## src/rtl/led_pkg.sv

```systemverilog
// led_pkg: scan states, default panel geometry and width helpers
// shared by the HUB75 scan sequencer and its BCM timer.
package led_pkg;

  typedef enum logic [2:0] {
    S_IDLE,
    S_PREFETCH,
    S_SHIFT,
    S_LATCH,
    S_DISPLAY,
    S_BLANK
  } scan_state_t;

  localparam int DEF_COLS   = 32;
  localparam int DEF_ROWS   = 16;
  localparam int DEF_PLANES = 4;

  // Never returns 0 so single-entry dimensions still get a 1-bit field.
  function automatic int width_of(input int n);
    return (n > 1) ? $clog2(n) : 1;
  endfunction

  localparam int ROW_W   = width_of(DEF_ROWS);
  localparam int COL_W   = width_of(DEF_COLS);
  localparam int PLANE_W = width_of(DEF_PLANES);

endpackage

```

## src/rtl/led_bcm_timer.sv

```systemverilog
// led_bcm_timer: loadable down-counter timing the DISPLAY and BLANK
// intervals; done is high on the last cycle of a loaded interval.
module led_bcm_timer #(
  parameter int W = 8
) (
  input  logic         clk,
  input  logic         rst_n,
  input  logic         load,
  input  logic [W-1:0] value,
  output logic [W-1:0] count,
  output logic         done
);

  always_ff @(posedge clk or negedge rst_n) begin
    if (!rst_n) begin
      count <= '0;
    end else if (load) begin
      count <= value;
    end else if (count != '0) begin
      count <= count - W'(1);
    end
  end

  assign done = (count == '0);

endmodule

```

## src/rtl/led_scan_sequencer.sv

```systemverilog
// led_scan_sequencer: HUB75 row scanner -- shift one bit-plane, latch,
// select the row, then hold OE for a BCM-weighted time.
module led_scan_sequencer
  import led_pkg::*;
#(
  parameter int COLS    = DEF_COLS,
  parameter int ROWS    = DEF_ROWS,
  parameter int PLANES  = DEF_PLANES,
  parameter int DIV     = 1,
  parameter int BASE_OE = 8,
  parameter int BLANK   = 2,
  localparam int RW = width_of(ROWS),
  localparam int CW = width_of(COLS),
  localparam int PW = width_of(PLANES)
) (
  input  logic          CLK_I,
  input  logic          RST_N_I,
  input  logic          EN_I,
  output logic [RW-1:0] ROW_O,
  output logic [CW-1:0] COL_O,
  output logic [PW-1:0] PLANE_O,
  input  logic [2:0]    RGB0_I,
  input  logic [2:0]    RGB1_I,
  output logic [2:0]    RGB0_O,
  output logic [2:0]    RGB1_O,
  output logic          CLK_O,
  output logic          LATCH_O,
  output logic          OE_N_O,
  output logic [RW-1:0] ROW_ADDR_O,
  output logic          FRAME_O
);

  localparam int DW   = width_of(DIV);
  localparam int DMAX = BASE_OE << (PLANES - 1);
  localparam int TMAX = (DMAX > BLANK) ? DMAX : BLANK;
  localparam int TW   = width_of(TMAX);

  localparam logic [DW-1:0] DIV_LAST = DW'(DIV - 1);
  localparam logic [DW-1:0] DIV_PRE  = DW'((DIV > 1) ? DIV - 2 : 0);

  scan_state_t   state;
  logic          hi;
  logic [DW-1:0] div_cnt;
  logic [CW-1:0] col;

  logic          t_load;
  logic [TW-1:0] t_value;
  logic [TW-1:0] t_count;
  logic          t_done;

  logic [31:0]   disp_cycles;
  logic          col_end_next;
  logic          wrap;
  logic          frame_next;

  assign disp_cycles = 32'(BASE_OE) << PLANE_O;

  // Next cycle is the last of the column: present the next fetch address.
  assign col_end_next = (state == S_SHIFT) &&
    ((DIV == 1) ? !hi : (hi && div_cnt == DIV_PRE));

  assign wrap = (PLANE_O == PW'(PLANES - 1)) &&
                (ROW_O == RW'(ROWS - 1));

  assign frame_next = wrap && (
    (state == S_DISPLAY && t_done && BLANK == 1) ||
    (state == S_BLANK && t_count == TW'(1)));

  always_comb begin
    t_load  = 1'b0;
    t_value = '0;
    if (state == S_LATCH) begin
      t_load  = 1'b1;
      t_value = TW'(disp_cycles - 32'd1);
    end else if (state == S_DISPLAY && t_done) begin
      t_load  = 1'b1;
      t_value = TW'(BLANK - 1);
    end
  end

  led_bcm_timer #(.W(TW)) u_timer (
    .clk   (CLK_I),
    .rst_n (RST_N_I),
    .load  (t_load),
    .value (t_value),
    .count (t_count),
    .done  (t_done)
  );

  always_ff @(posedge CLK_I or negedge RST_N_I) begin
    if (!RST_N_I) begin
      state      <= S_IDLE;
      hi         <= 1'b0;
      div_cnt    <= '0;
      col        <= '0;
      ROW_O      <= '0;
      COL_O      <= '0;
      PLANE_O    <= '0;
      RGB0_O     <= '0;
      RGB1_O     <= '0;
      CLK_O      <= 1'b0;
      LATCH_O    <= 1'b0;
      OE_N_O     <= 1'b1;
      ROW_ADDR_O <= '0;
      FRAME_O    <= 1'b0;
    end else begin
      LATCH_O <= 1'b0;
      FRAME_O <= frame_next;
      unique case (state)
        S_IDLE: begin
          if (EN_I) state <= S_PREFETCH;
        end
        S_PREFETCH: begin
          state   <= S_SHIFT;
          hi      <= 1'b0;
          div_cnt <= '0;
          col     <= '0;
        end
        S_SHIFT: begin
          if (!hi && div_cnt == '0) begin
            RGB0_O <= RGB0_I;
            RGB1_O <= RGB1_I;
          end
          if (col_end_next) COL_O <= COL_O + CW'(1);
          if (div_cnt == DIV_LAST) begin
            div_cnt <= '0;
            hi      <= !hi;
            CLK_O   <= !hi;
            if (hi) begin
              col <= col + CW'(1);
              if (col == CW'(COLS - 1)) begin
                state      <= S_LATCH;
                LATCH_O    <= 1'b1;
                ROW_ADDR_O <= ROW_O;
              end
            end
          end else begin
            div_cnt <= div_cnt + DW'(1);
          end
        end
        S_LATCH: begin
          state  <= S_DISPLAY;
          OE_N_O <= 1'b0;
        end
        S_DISPLAY: begin
          if (t_done) begin
            state  <= S_BLANK;
            OE_N_O <= 1'b1;
          end
        end
        S_BLANK: begin
          if (t_done) begin
            if (PLANE_O == PW'(PLANES - 1)) begin
              PLANE_O <= '0;
              ROW_O   <= (ROW_O == RW'(ROWS - 1)) ? '0 : ROW_O + RW'(1);
            end else begin
              PLANE_O <= PLANE_O + PW'(1);
            end
            state <= EN_I ? S_PREFETCH : S_IDLE;
          end
        end
        default: state <= S_IDLE;
      endcase
    end
  end

endmodule

```

## config.mk

```make
export PLATFORM = sky130hd
export DESIGN_NAME = led_scan_sequencer
export DESIGN_NICKNAME = d
export VERILOG_FILES = /design/src/rtl/led_pkg.sv /design/src/rtl/led_bcm_timer.sv /design/src/rtl/led_scan_sequencer.sv
export SDC_FILE = /design/constraint.sdc
export NUM_CORES = 1
export LEC_CHECK = 0
export BUFFER_PORTS_ARGS = -buffer_cell sky130_fd_sc_hd__buf_2
export CAP_MARGIN = 20
export CORE_MARGIN = 3
export CORE_UTILIZATION = 45
export CTS_BUF_LIST = sky130_fd_sc_hd__clkbuf_8
export DETAILED_ROUTE_END_ITERATION = 10
export HOLD_SLACK_MARGIN = 0.03
export PLACE_DENSITY = 0.66
export REMOVE_ABC_BUFFERS = 1
export SYNTH_ARGS = -nofsm -noshare
export SYNTH_HDL_FRONTEND = slang
export SYNTH_SLANG_ARGS = --single-unit
```

## constraint.sdc

```tcl
create_clock -name CLK_I -period 6.2 [get_ports CLK_I]
set_input_delay 0.31 -clock CLK_I [delete_from_list [all_inputs] [get_ports CLK_I]]
set_output_delay 0.31 -clock CLK_I [all_outputs]
set_load 0.02 [all_outputs]
```

==> results_dict.tcl, run 1 <==
set metrics [dict create \
    status "finished, final reports clean" \
    cts.path.max_buffers 2 \
    slew_viol_final 0 \
    relSlewSlack_pct 40.3 \
    grt_max_degree 41 \
    synth_top_area_share_pct 48.0 \
    first_pass_iters 4 \
    core_sq_um 4170 \
    grt_pass1_vias 1546 \
    tns_ps 0 \
    power.total_mw 0.463 \
    timing.fmax_ghz 0.463 \
    gp_congestion 0.803 \
    nNetsFinal 235 \
    synth_warnings 0 \
    multi_input_area_sq_um 955 \
    cts_max_level 2 \
    yosysSeqAreaShare_pct 49.3 \
    worstSetupEndpointType "flip-flop" \
    postCtsSetupRepairBufs 0 \
    cts-resized-gates 0 \
    cts_hold_buf 0 \
    clk_latency_ps 290 \
    grt_usage_pct 17.6 \
    io_pins 34 \
    wl_per_cell_microns 16.0 \
    min_period_ps 2160 \
    vias 1522 \
    overflow 0 \
    r2r_cells 5 \
    die_w_microns 73.2 \
    leakage_nw 1.13 \
    whs_ps 135 \
    synth_seq_cells 40 \
    synth_cell_types 45 \
    dp_hpwl_mm 2.99 \
    syn_area_sq_um 2030 \
    cts_sinks 40 \
    num_rows 23 \
    antenna_found_initial 0 \
    synthCells 183 \
    fill_cells 368 \
    p_per_area_nw_per_um2 198 \
    critPathLaunchType "flip-flop" \
    cts_tree "done" \
    dieArea_sq_um 5360 \
    viasPerCell 5.74 \
    drv_cap 0 \
    register_area_sq_um 1000 \
    fin_area_sq_um 2340 \
    final_util_pct 56.0 \
    drt_iter0_drc 114 \
    die_h_microns 73.2 \
    place_area_sq_um 2230 \
    grt_pass1_wl_mm 7.25 \
    start_util_pct 48.7 \
    synth.avg_cell_area_sq_um 11.1 \
    antenna_left 0 \
    setup_viol_count_final 0 \
    clockRootBuffer "clkbuf_8" \
    worstPathMaxFanout 10 \
    numPortBuffers 33 \
    remaining_drc_errors 0 \
    arrival_ps 2340 \
    worst_pin_slew_ps 895 \
    syn_to_final_growth_pct 15.0 \
    synthArstFlopShare_pct 100 \
    finalHoldViolCount 0 \
    synth_area_leader_cell "dfrtp_1" \
    period_share_pct 34.9 \
    synthTopCellsByArea "dfrtp_1 48%, mux2_2 7.2%, ha_1 6.8%" \
    ir_worst_vdd_mv 0.147 \
    n_antenna_cell 0 \
    cts_buffers 5 \
    layout-drive-gt1-share_pct 29.3 \
    hp-class "in -> async" \
    wl_mm 4.25 \
    critical_path_class "reg -> reg" \
    rsz0062_at_grt "no" \
    synth_edf_count 0 \
    clk_pin_slew_ps 80 \
    skew_ps 10.1 \
    synthFlopType "dfrtp_1" \
    required_ps 6380 \
]
==> worst paths after layout <==
check / from / to / slack (ps)
max: u_timer.count[1] / PLANE_O[0] / 4040
min: RST_N_I / FRAME_O / 140
max reg2reg: u_timer.count[1] / PLANE_O[0] / 4040
min reg2reg: COL_O[4] / COL_O[4] / 470
max in group asynchronous: RST_N_I / CLK_O / 5490
min in group CLK_I: RGB1_I[2] / RGB1_O[2] / 250
==> power by group <==
| part | switching (mW) | internal [mW] |
|---|---|---|
| clock | 0.0865 | 0.0991 |
| sequential | 0.000951 | 0.263 |
| combinational | 0.00946 | 0.00461 |
==> sequential cells by signal, indices dropped and copies added (netlist names) <==
name / flops
CLK_O: 1
RGB0_O: 3
ROW_ADDR_O: 4
ROW_O: 4
u_timer.count: 6
COL_O: 5
RGB1_O: 3
hi: 1
FRAME_O: 1
state: 3
LATCH_O: 1
PLANE_O: 2
col: 5
OE_N_O: 1
==> critical path, cell delays in order, from the launching register on <==
cell	delay [ps]
dfrtp_1	420
inv_1	120
ha_1	370
inv_1	230
or4_4	590
mux2_4	320
==> metal layers <==
layer | GRT usage [%] | up-vias | routed length, microns
met5 | 0 | - | 0
met4 | 6.76 | 0 | 75
met3 | 4.82 | 8 | 186
met2 | 29.6 | 35 | 2160
met1 | 21.2 | 746 | 1830
li1 | - | 733 | -
==> logic make-up (layout without fill, tap and decap cells) <==
group / after synthesis / count (layout) / synth area share (%)
AOI/OAI and AO/OA: 41 / 41 / 13.6
buffers and inverters: 21 / 53 / 4.00
muxes: 15 / 15 / 8.68
and+or+nand+nor: 47 / 47 / 14.2
adders and majority gates: 11 / 11 / 6.77
DFF: 40 / 40 / 49.3
xor gates and xnor gates: 8 / 8 / 3.45
==> stage by stage <==
stage | worst slack [ps] | instances
floorplan | 3730 | 173
global placement | 4070 | 257
detailed placement | 3920 | 257
CTS | 3900 | 264
global route | 3990 | 265
finish | 4040 | 265
==> area by class of cell <==
| type | count | share of cell area (%) |
|---|---|---|
| multi-input combinational | 122 | 40.8 |
| timing repair buffer | 35 | 7.71 |
| inverter | 11 | 1.77 |
| sequential | 40 | 42.9 |
| clock buffer | 7 | 4.12 |
| tap | 50 | 2.68 |
==> cell usage after synthesis, drive strengths merged (2+ instances only) <==
cell / instances
buf: 2
and3b: 2
o31ai: 2
nand3: 2
a21oi: 6
o21ai: 11
dfrtp: 39
ha: 11
o2111ai: 2
clkbuf: 8
inv: 11
xnor2: 7
o2bb2ai: 4
nor2: 6
nor4b: 2
o41ai: 2
nand2: 6
mux2: 15
nor3: 3
and3: 2
nand2b: 5
nand4: 7
o22ai: 2
nor4: 2
or4: 3
a31oi: 4
==> cell usage in the layout, fill, tap and decap left out, types with 3 or more instances in the layout <==
master     count
buf_2         33
nor3_1         3
ha_1          11
nor2_1         6
a31oi_1        4
xnor2_1        7
inv_1         11
nand4_1        7
nand2_1        6
o21ai_0       11
o2bb2ai_1      4
a21oi_1        6
dfrtp_1       39
clkbuf_8       7
mux2_2        13
nand2b_1       5
No activity file was read; power rests on OpenSTA's default activity.
==> run 2: changes to the inputs <==
--- a/config.mk
+++ b/config.mk
@@ -5,6 +5,7 @@
 export SDC_FILE = /design/constraint.sdc
 export NUM_CORES = 1
 export LEC_CHECK = 0
+export ABC_AREA = 1
 export BUFFER_PORTS_ARGS = -buffer_cell sky130_fd_sc_hd__buf_2
 export CAP_MARGIN = 20
 export CORE_MARGIN = 3
==> constraint.sdc (replaced) <==
create_clock -name CLK_I -period 2.2 [get_ports CLK_I]
set_input_delay 0.11 -clock CLK_I [delete_from_list [all_inputs] [get_ports CLK_I]]
set_output_delay 0.11 -clock CLK_I [all_outputs]
set_load 0.02 [all_outputs]
==> results_dict.tcl, run 2 <==
set metrics [dict create \
    rsz0062_at_grt "no" \
    start_util_pct 47.8 \
    nNetsFinal 286 \
    worstPathCellList "nor3_4 > nand2_2 > inv_2 > nand2_1 > xnor2_1" \
    p_per_area_nw_per_um2 549 \
    placedCellCount 302 \
    critPathLaunchType "flip-flop" \
    die_h_microns 71.9 \
    intPower_mw 1.01 \
    synthArstFlopShare_pct 100 \
    final_util_pct 57.2 \
    synth_seq_cells 40 \
    critical_path_class "reg -> reg" \
    num_rows 23 \
    dp_hpwl_mm 2.56 \
    place_area_sq_um 2180 \
    min_period_ps 1630 \
    yosysSeqAreaShare_pct 51.3 \
    status "finished, final reports clean" \
    clockRootBuffer "clkbuf_8" \
    wl_met2_mm 1.79 \
    arrival_ps 1810 \
    required_ps 2380 \
    place_ws_ps 569 \
    fill_cells 354 \
    synth_edf_count 0 \
    n_antenna_cell 0 \
    synth_warnings 0 \
    synthFlopType "dfrtp_1" \
    numPortBuffers 33 \
    die_w_microns 71.9 \
    layout_common_cells "65 x nand2_1, 39 x dfrtp_1, 33 x buf_2" \
    fin_ws_ps 568 \
    crit_family "simple AND/OR/NAND/NOR gates" \
    synth.avg_cell_area_sq_um 8.88 \
    reg_top3 "u_timer.count: 6 flops, COL_O: 5 flops, col: 5 flops" \
    synth_area_leader_cell "dfrtp_1" \
    skew_ps 5.98 \
    whs_ps 223 \
    grt_pass1_wl_mm 6.40 \
    grt_usage_pct 16.0 \
    switching_share_pct 21.6 \
    cp_slowest_cell "dfrtp_1" \
    synth_top_area_share_pct 49.9 \
    fin_area_sq_um 2340 \
    grt_pass1_vias 1421 \
    antenna_left 0 \
    cts_sinks 40 \
    overflow 0 \
    antenna_found_initial 0 \
    cts_tree "done" \
    synth_cell_types 23 \
    largest_reg_flops 6 \
    period_share_pct 74.2 \
    first_pass_iters 4 \
    p_comb_share_pct 3.8 \
    cts.path.max_buffers 2 \
    gp_congestion 0.786 \
    tns_ps 0 \
    viasPerCell 4.74 \
    postCtsSetupRepairBufs 0 \
    vias 1501 \
    worst_pin_slew_ps 855 \
    p_switching_mw 0.277 \
    clk_pin_slew_ps 80 \
    met1Wirelength_mm 1.66 \
    synth_top_cells_by_count "65 x nand2_1, 39 x dfrtp_1, 21 x inv_1, 21 x nand3_1" \
    yosys.cell_count.top_type "nand2_1" \
    relSlewSlack_pct 43.0 \
    finalHoldViolCount 0 \
    worstPathMaxFanout 12 \
    met3_wirelength_microns 130 \
    clk_latency_ps 290 \
    setup_viol_count_final 0 \
    power_frac_clock_pct 38.3 \
    syn_to_final_growth_pct 19.6 \
    share_seq_of_total_power_pct 57.9 \
    final_common_cell "nand2_1" \
    final_cells 317 \
    hp-class "in -> reg" \
    top_register "u_timer.count" \
    synthCells 220 \
    leakage_nw 1.23 \
    drt_iter0_drc 54 \
    core_sq_um 4090 \
    cp_num_buf_inv 1 \
    highest_layer "met4" \
    dieArea_sq_um 5170 \
    cts_buffers 5 \
    slowest_delay_ps 490 \
    cts_max_level 2 \
    io_pins 34 \
    layout-drive-gt1-share_pct 21.0 \
    synthTopCellsByArea "dfrtp_1 50%, nand2_1 12%, ha_1 7.0%" \
    grt_max_degree 41 \
    syn_area_sq_um 1950 \
    ir_worst_vdd_mv 0.366 \
    drv_cap 0 \
    power.total_mw 1.28 \
    slew_viol_final 0 \
    remaining_drc_errors 0 \
    worstSetupEndpointType "flip-flop" \
    wl_per_cell_microns 11.5 \
    timing.fmax_ghz 0.613 \
    wl_mm 3.65 \
]
[run 2: layer usage]
metal | up-vias | GRT usage [%]
li1 | 792 | -
met1 | 679 | 19.4
met2 | 23 | 27.2
met3 | 7 | 3.88
met4 | 0 | 6.89
met5 | - | 0
[run 2: power groups by stage]
stage	Clock, mW	Combinational [mW]	Sequential, mW
after floorplan	0	0.00452	0.765
after global placement	0	0.0399	0.758
after detailed placement	0	0.0400	0.757
after CTS	0.502	0.0494	0.743
after global routing	0.534	0.0555	0.743
final	0.491	0.0486	0.743
[run 2: path summary, 6_finish.rpt]
| kind | cells past startpoint | from | end | slack [ps] |
|---|---|---|---|---|
| hold reg to reg | 1 | COL_O[4] | COL_O[4] | 470 |
| min in group asynchronous | 2 | RST_N_I | u_timer.count[4] | 470 |
| max in group asynchronous | 2 | RST_N_I | state[0] | 1200 |
| setup / recovery | 5 | state[2] | COL_O[3] | 570 |
| hold / removal | 5 | EN_I | state[0] | 220 |
| setup reg to reg | 5 | state[2] | COL_O[3] | 570 |
[run 2: what timing repair did]
item / in CTS / in global routing
endpoints found under the hold margin: 45 / 0
hold buffers: 7 / 0
gates resized for setup: 0 / 0
[run 2: area by class of cell]
type | count | area [sq um] | share of cell area [%]
Sequential cell | 40 | 1000 | 42.9
Clock buffer | 6 | 82.6 | 3.53
Inverter | 25 | 93.8 | 4.01
Multi-Input combinational cell | 154 | 853 | 36.5
Tap cell | 50 | 62.6 | 2.68
Timing Repair Buffer | 40 | 235 | 10.1
Clock inverter | 2 | 7.51 | 0.321
[run 2: cell families after synthesis]
kind of cell	count (synthesis)	synth area share (%)
buffers and inverters	26	5.06
AND/OR/NAND/NOR	112	26.6
adder cells (fa/ha/maj)	11	7.04
AO/OA/AOI/OAI	21	5.51
flip-flops	40	51.3
XOR/XNOR	10	4.48
[run 2: tightest hold or removal path, cell delays in order]
cell     delay, ps
buf_2          110
nand2_1         60
nand2_1         40
o21ai_0         60
o21ai_0         90
